<file path="config.mk">
export PLATFORM = sky130hd
export DESIGN_NAME = b11_feeder
export DESIGN_NICKNAME = d
export VERILOG_FILES = /design/src/rtl/b11_pkg.sv /design/src/rtl/b11_feeder_fifo.sv /design/src/rtl/b11_feeder.sv
export SDC_FILE = /design/constraint.sdc
export NUM_CORES = 1
export LEC_CHECK = 0
export BUFFER_PORTS_ARGS = -buffer_cell sky130_fd_sc_hd__buf_2
export CORE_MARGIN = 5
export CORE_UTILIZATION = 50
export DETAILED_ROUTE_END_ITERATION = 8
export GPL_ROUTABILITY_DRIVEN = 0
export HOLD_SLACK_MARGIN = 0.15
export PLACE_DENSITY = 0.73
export SKIP_CTS_REPAIR_TIMING = 1
export SYNTH_ARGS = -nofsm -noshare
export SYNTH_HDL_FRONTEND = slang
export SYNTH_SLANG_ARGS = --single-unit
</file>
<file path="constraint.sdc">
create_clock -name clock -period 2.2 [get_ports clock]
set_input_delay 0.44 -clock clock [delete_from_list [all_inputs] [get_ports clock]]
set_output_delay 0.44 -clock clock [all_outputs]
set_load 0.02 [all_outputs]
</file>
<file path="src/rtl/b11_pkg.sv">
// Shared types and constants for the b11 datapath feeder.
package b11_pkg;

    typedef enum logic [1:0] {
        IDLE,
        SETUP,
        RELEASE,
        HOLD
    } feeder_state_t;

    localparam int   B11_WIDTH       = 6;
    localparam logic B11_STB_RELEASE = 1'b0;

endpackage

</file>
<file path="src/rtl/b11_feeder_fifo.sv">
// Synchronous FIFO buffering sample words for the b11 feeder.
module b11_feeder_fifo #(
    parameter int WIDTH = 6,
    parameter int DEPTH = 4
) (
    input  logic                     clock,
    input  logic                     reset,
    input  logic [WIDTH-1:0]         data_in,
    input  logic                     push,
    input  logic                     pop,
    output logic [WIDTH-1:0]         data_out,
    output logic                     full,
    output logic                     empty,
    output logic [$clog2(DEPTH):0]   count
);

    localparam int AW = $clog2(DEPTH);
    localparam int CW = AW + 1;

    logic [WIDTH-1:0] mem [DEPTH];
    logic [AW-1:0]    wr_ptr;
    logic [AW-1:0]    rd_ptr;
    logic             do_push;
    logic             do_pop;

    // Full/empty gate the requests so the pointers can never cross.
    assign do_push  = push && !full;
    assign do_pop   = pop && !empty;
    assign full     = (count == CW'(DEPTH));
    assign empty    = (count == '0);
    assign data_out = mem[rd_ptr];

    always_ff @(posedge clock) begin
        if (!reset) begin
            wr_ptr <= '0;
            rd_ptr <= '0;
            count  <= '0;
        end else begin
            if (do_push)
                wr_ptr <= wr_ptr + 1'b1;
            if (do_pop)
                rd_ptr <= rd_ptr + 1'b1;
            if (do_push && !do_pop)
                count <= count + 1'b1;
            else if (do_pop && !do_push)
                count <= count - 1'b1;
        end
    end

    always_ff @(posedge clock) begin
        if (do_push)
            mem[wr_ptr] <= data_in;
    end

endmodule

</file>
<file path="src/rtl/b11_feeder.sv">
// Feeds queued words to b11 as a one-cycle stbi-low release
// followed by a guard gap.
module b11_feeder
    import b11_pkg::*;
#(
    parameter int WIDTH = B11_WIDTH,
    parameter int DEPTH = 4,
    parameter int GAP   = 8
) (
    input  logic                     clock,
    input  logic                     reset,
    input  logic [WIDTH-1:0]         data_in,
    input  logic                     push,
    input  logic                     pause,
    output logic                     full,
    output logic                     empty,
    output logic [$clog2(DEPTH):0]   count,
    output logic                     overflow,
    output logic [WIDTH-1:0]         x_feed,
    output logic                     stbi
);

    localparam int GW = $clog2(GAP) + 1;

    feeder_state_t    state;
    feeder_state_t    next_state;
    logic [GW-1:0]    gap_cnt;
    logic [WIDTH-1:0] head;
    logic             pop;
    logic             stbi_d;

    b11_feeder_fifo #(
        .WIDTH (WIDTH),
        .DEPTH (DEPTH)
    ) u_fifo (
        .clock    (clock),
        .reset    (reset),
        .data_in  (data_in),
        .push     (push),
        .pop      (pop),
        .data_out (head),
        .full     (full),
        .empty    (empty),
        .count    (count)
    );

    always_ff @(posedge clock) begin
        if (!reset)
            state <= IDLE;
        else
            state <= next_state;
    end

    always_comb begin
        next_state = state;
        unique case (state)
            IDLE:    if (!empty && !pause) next_state = SETUP;
            SETUP:   next_state = RELEASE;
            RELEASE: next_state = HOLD;
            HOLD:    if (gap_cnt == '0) next_state = IDLE;
        endcase
    end

    // stbi is registered from next_state so it tracks RELEASE exactly.
    always_comb begin
        pop    = (state == IDLE) && !empty && !pause;
        stbi_d = (next_state == RELEASE) ? B11_STB_RELEASE : ~B11_STB_RELEASE;
    end

    always_ff @(posedge clock) begin
        if (!reset) begin
            x_feed   <= '0;
            stbi     <= ~B11_STB_RELEASE;
            gap_cnt  <= '0;
            overflow <= 1'b0;
        end else begin
            stbi <= stbi_d;
            if (pop)
                x_feed <= head;
            if (state == RELEASE)
                gap_cnt <= GW'(GAP - 1);
            else if (state == HOLD && gap_cnt != '0)
                gap_cnt <= gap_cnt - 1'b1;
            if (push && full)
                overflow <= 1'b1;
        end
    end

endmodule
</file>
==> results of run 1 <==
logic make-up (layout without fill, tap and decap cells):
logic type,count (synthesis),after routing,synth area share (%)
xor gates and xnor gates,2,2,0.954
muxes,7,7,7.90
DFF,45,45,62.1
AOI/OAI and AO/OA,30,30,11.0
buffers and inverters,16,44,3.41
adders and majority gates,7,7,5.18
and+or+nand+nor,31,31,9.40
final cells by class:
type,count,area [um2]
Fill cell,306,1490
Sequential cell,45,1140
Multi-Input combinational cell,77,658
Timing Repair Buffer,25,133
Clock buffer,7,76.3
Tap cell,48,60.1
Inverter,11,41.3
Clock inverter,1,7.51
critical path: cells and delay by family (launching register included):
kind,cells,cell delay [ns]
and+or+nand+nor,3,0.71
adders and majority gates,2,0.56
DFF,1,0.36
xor gates and xnor gates,1,0.16
AOI/OAI and AO/OA,1,0.15
buffers and inverters,2,0.11
metal layers:
layer / vias to the layer above / track usage, % / share of wire [%]
met4: 0 / 6.89 / 2.0
met1: 536 / 16.1 / 42
met3: 6 / 5.54 / 4.8
met2: 19 / 24.8 / 52
li1: 563 / - / -
met5: - / 0 / 0
where the power goes:
part	internal (W)	switching (W)
registers	0.00105	0.000149
clock network	0.000225	0.000261
logic	0.000412	0.000493
per-stage QoR:
stage               worst slack, ns  hold slack, ns  total power (W)
finish                       0.0814           0.358          0.00259
global route                0.00603           0.342          0.00277
CTS                          0.0249           0.351          0.00260
detailed placement           0.0181           0.454          0.00211
global placement             0.0919           0.446          0.00205
floorplan                   0.00186           0.477          0.00182
sequential cells by signal (all words and copies together) (netlist names):
register / flops
x_feed: 6
gap_cnt: 4
state: 2
u_fifo.mem: 24
u_fifo.rd_ptr: 2
u_fifo.count: 3
stbi: 1
overflow: 1
u_fifo.wr_ptr: 2
how the worst min path moves through the flow:
| stage | endpoint | slack [ns] | from |
|---|---|---|---|
| 2_1_floorplan | gap_cnt[0] | 0.48 | gap_cnt[0] |
| 3_3_place_gp | x_feed[0] | 0.45 | x_feed[0] |
| 3_5_place_dp | x_feed[1] | 0.45 | x_feed[1] |
| 4_1_cts | u_fifo.mem[1][0] | 0.35 | data_in[0] |
| 5_1_grt | u_fifo.mem[1][0] | 0.34 | data_in[0] |
| 6_report | u_fifo.mem[1][0] | 0.36 | data_in[0] |
cell usage in the layout, fill, tap and decap left out, drive strengths merged:
master,synthesis,routed
or3,4,4
xor2,2,2
nand2,7,7
a21oi,10,10
nor2,6,6
a221oi,1,1
fa,1,1
o2bb2ai,6,6
o21a,2,2
edfxtp,24,24
ha,6,6
clkbuf,3,7
dfxtp,21,21
o21ai,4,4
clkinvlp,0,1
buf,2,25
nand2b,1,1
inv,11,11
a2111oi,1,1
mux4,6,6
or4,1,1
and3,4,4
or3b,1,1
a21bo,1,1
a21boi,2,2
nand3b,1,1
nand3,2,2
or2,1,1
mux2i,1,1
nor3b,1,1
o31ai,3,3
nor3,2,2
==> results.sh, run 1 <==
export IMPL_grt_pass1_wl_mm=5.50
export IMPL_numCtsBuffers=5
export IMPL_setup_tns_ns=0
export IMPL_coreArea_um2=3610
export IMPL_path_max_fanout=7
export IMPL_min_period_over_period_pct=96.3
export IMPL_areaGrowthSynthToFinish_pct=15.5
export IMPL_crit_path_max_incr_delay_ns=0.37
export IMPL_cts_tree="yes"
export IMPL_hp_class="input pin to flip-flop"
export IMPL_grt_pass1_vias=1222
export IMPL_yosysWarningCount=0
export IMPL_dr_first_iter_drc_count=41
export IMPL_placedCellCount=206
export IMPL_die_area_um2=4990
export IMPL_hpwlAfterDp_mm=2.40
export IMPL_utilization_pct=58.8
export IMPL_ios=23
export IMPL_regToRegSetupSlack_ns=0.08
export IMPL_hold_violations=0
export IMPL_crit_slowest_cell="fa_1"
export IMPL_final_cells=214
export IMPL_cts_root_buffer="clkbuf_8"
export IMPL_finClkSkew_ns=0.0108
export IMPL_syn_cell_area_um2=1840
export IMPL_drtAntennaViolNets=0
export IMPL_layout_drive_gt1_share_pct=31.3
export IMPL_synth_cells=138
export IMPL_relSlewSlack_pct=69.8
export IMPL_stdcell_area_um2=2120
export IMPL_vias=1124
export IMPL_status="finished, final reports clean"
export IMPL_crit_path_start_kind="flip-flop"
export IMPL_die_x_um=70.6
export IMPL_end_kind="flip-flop"
export IMPL_synth_ff_type="edfxtp_1"
export IMPL_postSynthAreaPerCell_um2=13.3
export IMPL_num_nets_final=182
export IMPL_fmax_mhz=472
export IMPL_synth_area_leaders="edfxtp_1 (39%), dfxtp_1 (23%), mux4_2 (7.4%)"
export IMPL_slew_viol_final=0
export IMPL_worstPathRequired_ns=2.43
export IMPL_portBuffers=22
export IMPL_htreeDepth=2
export IMPL_crit_type="flip-flop to flip-flop"
export IMPL_rsz0062_at_grt="false"
export IMPL_clock_tree_buffer_depth=2
export IMPL_setup_viol=0
export IMPL_ir_drop_mv=0.557
export IMPL_num_rows=22
export IMPL_synth_distinct_cells=36
export IMPL_power_density_nw_per_um2=1220
export IMPL_grt_max_degree=14
export IMPL_die_height_um=70.6
export IMPL_firstDrtPassIters=4
export IMPL_clk_pin_slew_worst_paths_ns=0.08
export IMPL_leakage_nw=0.796
export IMPL_gr_total_overflow=0
export IMPL_arrival_ns=2.35
export IMPL_timing_rr_end="u_fifo.count[2]"
export IMPL_cp_startpoint="u_fifo.count[2]"
export IMPL_cp_endpoint="u_fifo.count[2]"
export IMPL_regToRegStartpoint="u_fifo.count[2]"
export IMPL_clock_latency_ns=0.30
export IMPL_synth_most_common_cell="edfxtp_1"
export IMPL_synth_edff_count=24
export IMPL_grt_antenna_before_repair=0
export IMPL_syn_num_nets=155
export IMPL_dpl_instance_area_um2=2030
export IMPL_via_per_inst=5.25
export IMPL_synth_seq_cells=45
export IMPL_clock_sinks=45
export IMPL_holdPathStages=1
export IMPL_yosysTopAreaCell="edfxtp_1"
export IMPL_wl_mm=3.17
export IMPL_maxCapViolations=0
export IMPL_diodes=0
export IMPL_cp_cell_sequence="or3b_4 -> inv_2 -> nor2_2 -> ha_2 -> inv_1 -> fa_1 -> xor2_1 -> or3_1 -> a21oi_2"
export IMPL_period_minus_slack_ns=2.12
export IMPL_initial_core_util_pct=50.9
export IMPL_yosysSeqAreaShare_pct=62.1
export IMPL_worst_slew_pin_slew_ns=0.441
export IMPL_r2r_cells=9
export IMPL_yosysTopAreaCellShare_pct=39.2
export IMPL_drc=0
export IMPL_wl_per_cell_um=14.8
export IMPL_synthTopCellsByCount="edfxtp_1 (24), dfxtp_1 (21), a21oi_1 (10), inv_1 (10), nand2_1 (7)"
export IMPL_synthArstFlopShare_pct=0
export IMPL_grt_usage_pct=14.6
No activity file was read; power rests on OpenSTA's default activity.
==> run 2, diff against run 1 <==
- CORE_UTILIZATION: 50 -> 56
- PLACE_DENSITY: 0.73 -> 0.77
- clock period: 2.2 -> 2 ns (I/O delays scaled with it)
==> results.sh, run 2 (synthesis gave the netlist of run 1 again) <==
export IMPL_dr_first_iter_drc_count=49
export IMPL_path_max_fanout=5
export IMPL_grt_usage_pct=16.9
export IMPL_portBuffers=22
export IMPL_grt_pass1_wl_mm=5.43
export IMPL_regMostFlops="u_fifo.mem"
export IMPL_crit_path_start_kind="flip-flop"
export IMPL_drc=0
export IMPL_dpl_instance_area_um2=2100
export IMPL_worst_slew_pin_slew_ns=0.473
export IMPL_die_x_um=67.3
export IMPL_clock_sinks=45
export IMPL_final_cells=216
export IMPL_hp_class="input pin to flip-flop"
export IMPL_fmax_mhz=515
export IMPL_mostFrequentLayoutCells="edfxtp_1 (24), buf_2 (22), dfxtp_1 (18), a21oi_1 (10)"
export IMPL_die_height_um=67.3
export IMPL_relSlewSlack_pct=68.4
export IMPL_stdcell_area_um2=2190
export IMPL_setup_viol=0
export IMPL_final_common_cell="edfxtp_1"
export IMPL_cts_tree="yes"
export IMPL_regToRegSetupSlack_ns=0.06
export IMPL_hpwlAfterDp_mm=2.31
export IMPL_drtAntennaViolNets=0
export IMPL_wl_per_cell_um=14.5
export IMPL_coreArea_um2=3100
export IMPL_timing_rr_end="u_fifo.count[2]"
export IMPL_cp_endpoint="u_fifo.count[2]"
export IMPL_arrival_ns=2.22
export IMPL_fill_cells=246
export IMPL_period_minus_slack_ns=1.94
export IMPL_grt_pass1_vias=1220
export IMPL_clock_latency_ns=0.36
export IMPL_status="finished, final reports clean"
export IMPL_cp_startpoint="u_fifo.count[2]"
export IMPL_layout_drive_gt1_share_pct=34.3
export IMPL_via_per_inst=5.50
export IMPL_largest_reg_flops=24
export IMPL_hold_slack_ns=0.244
export IMPL_num_nets_final=188
export IMPL_finClkSkew_ns=0.0126
export IMPL_maxCapViolations=0
export IMPL_worstPathRequired_ns=2.28
export IMPL_multi_input_area_um2=677
export IMPL_placedCellCount=208
export IMPL_num_rows=20
export IMPL_firstDrtPassIters=4
export IMPL_initial_core_util_pct=59.2
export IMPL_end_kind="flip-flop"
export IMPL_regToRegStartpoint="u_fifo.count[2]"
export IMPL_clk_pin_slew_worst_paths_ns=0.13
export IMPL_htreeDepth=2
export IMPL_vias=1187
export IMPL_die_area_um2=4530
export IMPL_leakage_nw=0.833
export IMPL_diodes=0
export IMPL_rsz0062_at_grt="true"
export IMPL_numCtsBuffers=5
export IMPL_wl_mm=3.13
export IMPL_gr_total_overflow=0
export IMPL_r2r_cells=10
export IMPL_min_period_over_period_pct=97.1
export IMPL_cts_root_buffer="clkbuf_4"
export IMPL_hold_violations=0
export IMPL_crit_type="flip-flop to flip-flop"
export IMPL_clock_tree_buffer_depth=2
export IMPL_ios=23
export IMPL_slew_viol_final=0
export IMPL_grt_max_degree=16
export IMPL_grt_antenna_before_repair=0
export IMPL_reg_top3="u_fifo.mem x24, x_feed x6, gap_cnt x4"
export IMPL_seqCellArea_um2=1150
export IMPL_areaGrowthSynthToFinish_pct=19.1
export IMPL_power_density_nw_per_um2=1360
export IMPL_ir_drop_mv=0.658
export IMPL_power_total_w=0.00298
==> run 2: changes by cell type in the layout (fill, tap and decap cells not counted), sizes merged <==
cell      before  now
buf           25   31
bufinv         0    1
clkbuf         7    6
clkinvlp       1    0
inv           11   12
==> run 2: how the worst min path moves through the flow <==
stage | from | to | slack, ns | cells past startpoint
global route | data_in[1] | u_fifo.mem[0][1] | 0.21 | 1
detailed placement | x_feed[3] | x_feed[3] | 0.45 | 2
floorplan | gap_cnt[0] | gap_cnt[0] | 0.48 | 2
finish | data_in[2] | u_fifo.mem[1][2] | 0.24 | 1
CTS | data_in[1] | u_fifo.mem[0][1] | 0.23 | 1
global placement | x_feed[5] | x_feed[5] | 0.44 | 2
==> run 2: final cells by class <==
cell class                      count  share of cell area, %
Sequential cell                    45                   52.7
Clock inverter                      2                   1.77
Clock buffer                        6                   1.89
Timing Repair Buffer               31                   8.12
Inverter                           11                   2.12
Multi-Input combinational cell     77                   30.9
Tap cell                           44                   2.52
==> run 2: critical path: stages, from the launching register on <==
cell	delay, ns
dfxtp_4	0.37
buf_4	0.13
nor3_4	0.16
nor2_4	0.05
inv_2	0.07
ha_4	0.12
inv_1	0.04
fa_2	0.33
xor2_1	0.16
or3_1	0.31
a21oi_1	0.12
==> run 2: layer usage <==
metal | part of all wire, % | global-route usage, %
met3 | 5.3 | 5.99
met4 | 1.7 | 6.08
met1 | 41 | 18.8
met5 | 0 | 0
met2 | 52 | 29.6
==> run 2: through the flow <==
stage	worst slack, ns	util [%]	setup TNS (ns)
2_1_floorplan	-0.0680	-	-0.0680
3_3_place_gp	-0.0104	67.7	-0.0104
3_5_place_dp	-0.0864	67.7	-0.130
4_1_cts	-0.0449	70.3	-0.0449
5_1_grt	-0.0442	70.5	-0.0442
6_report	0.0583	70.5	0
==> run 2: where the power goes <==
group	leakage (nW)	internal, W	switching, W	total, W
Combinational	0.396	0.000529	0.000580	0.00111
Sequential	0.394	0.00116	0.000157	0.00132
Clock	0.0428	0.000269	0.000282	0.000551
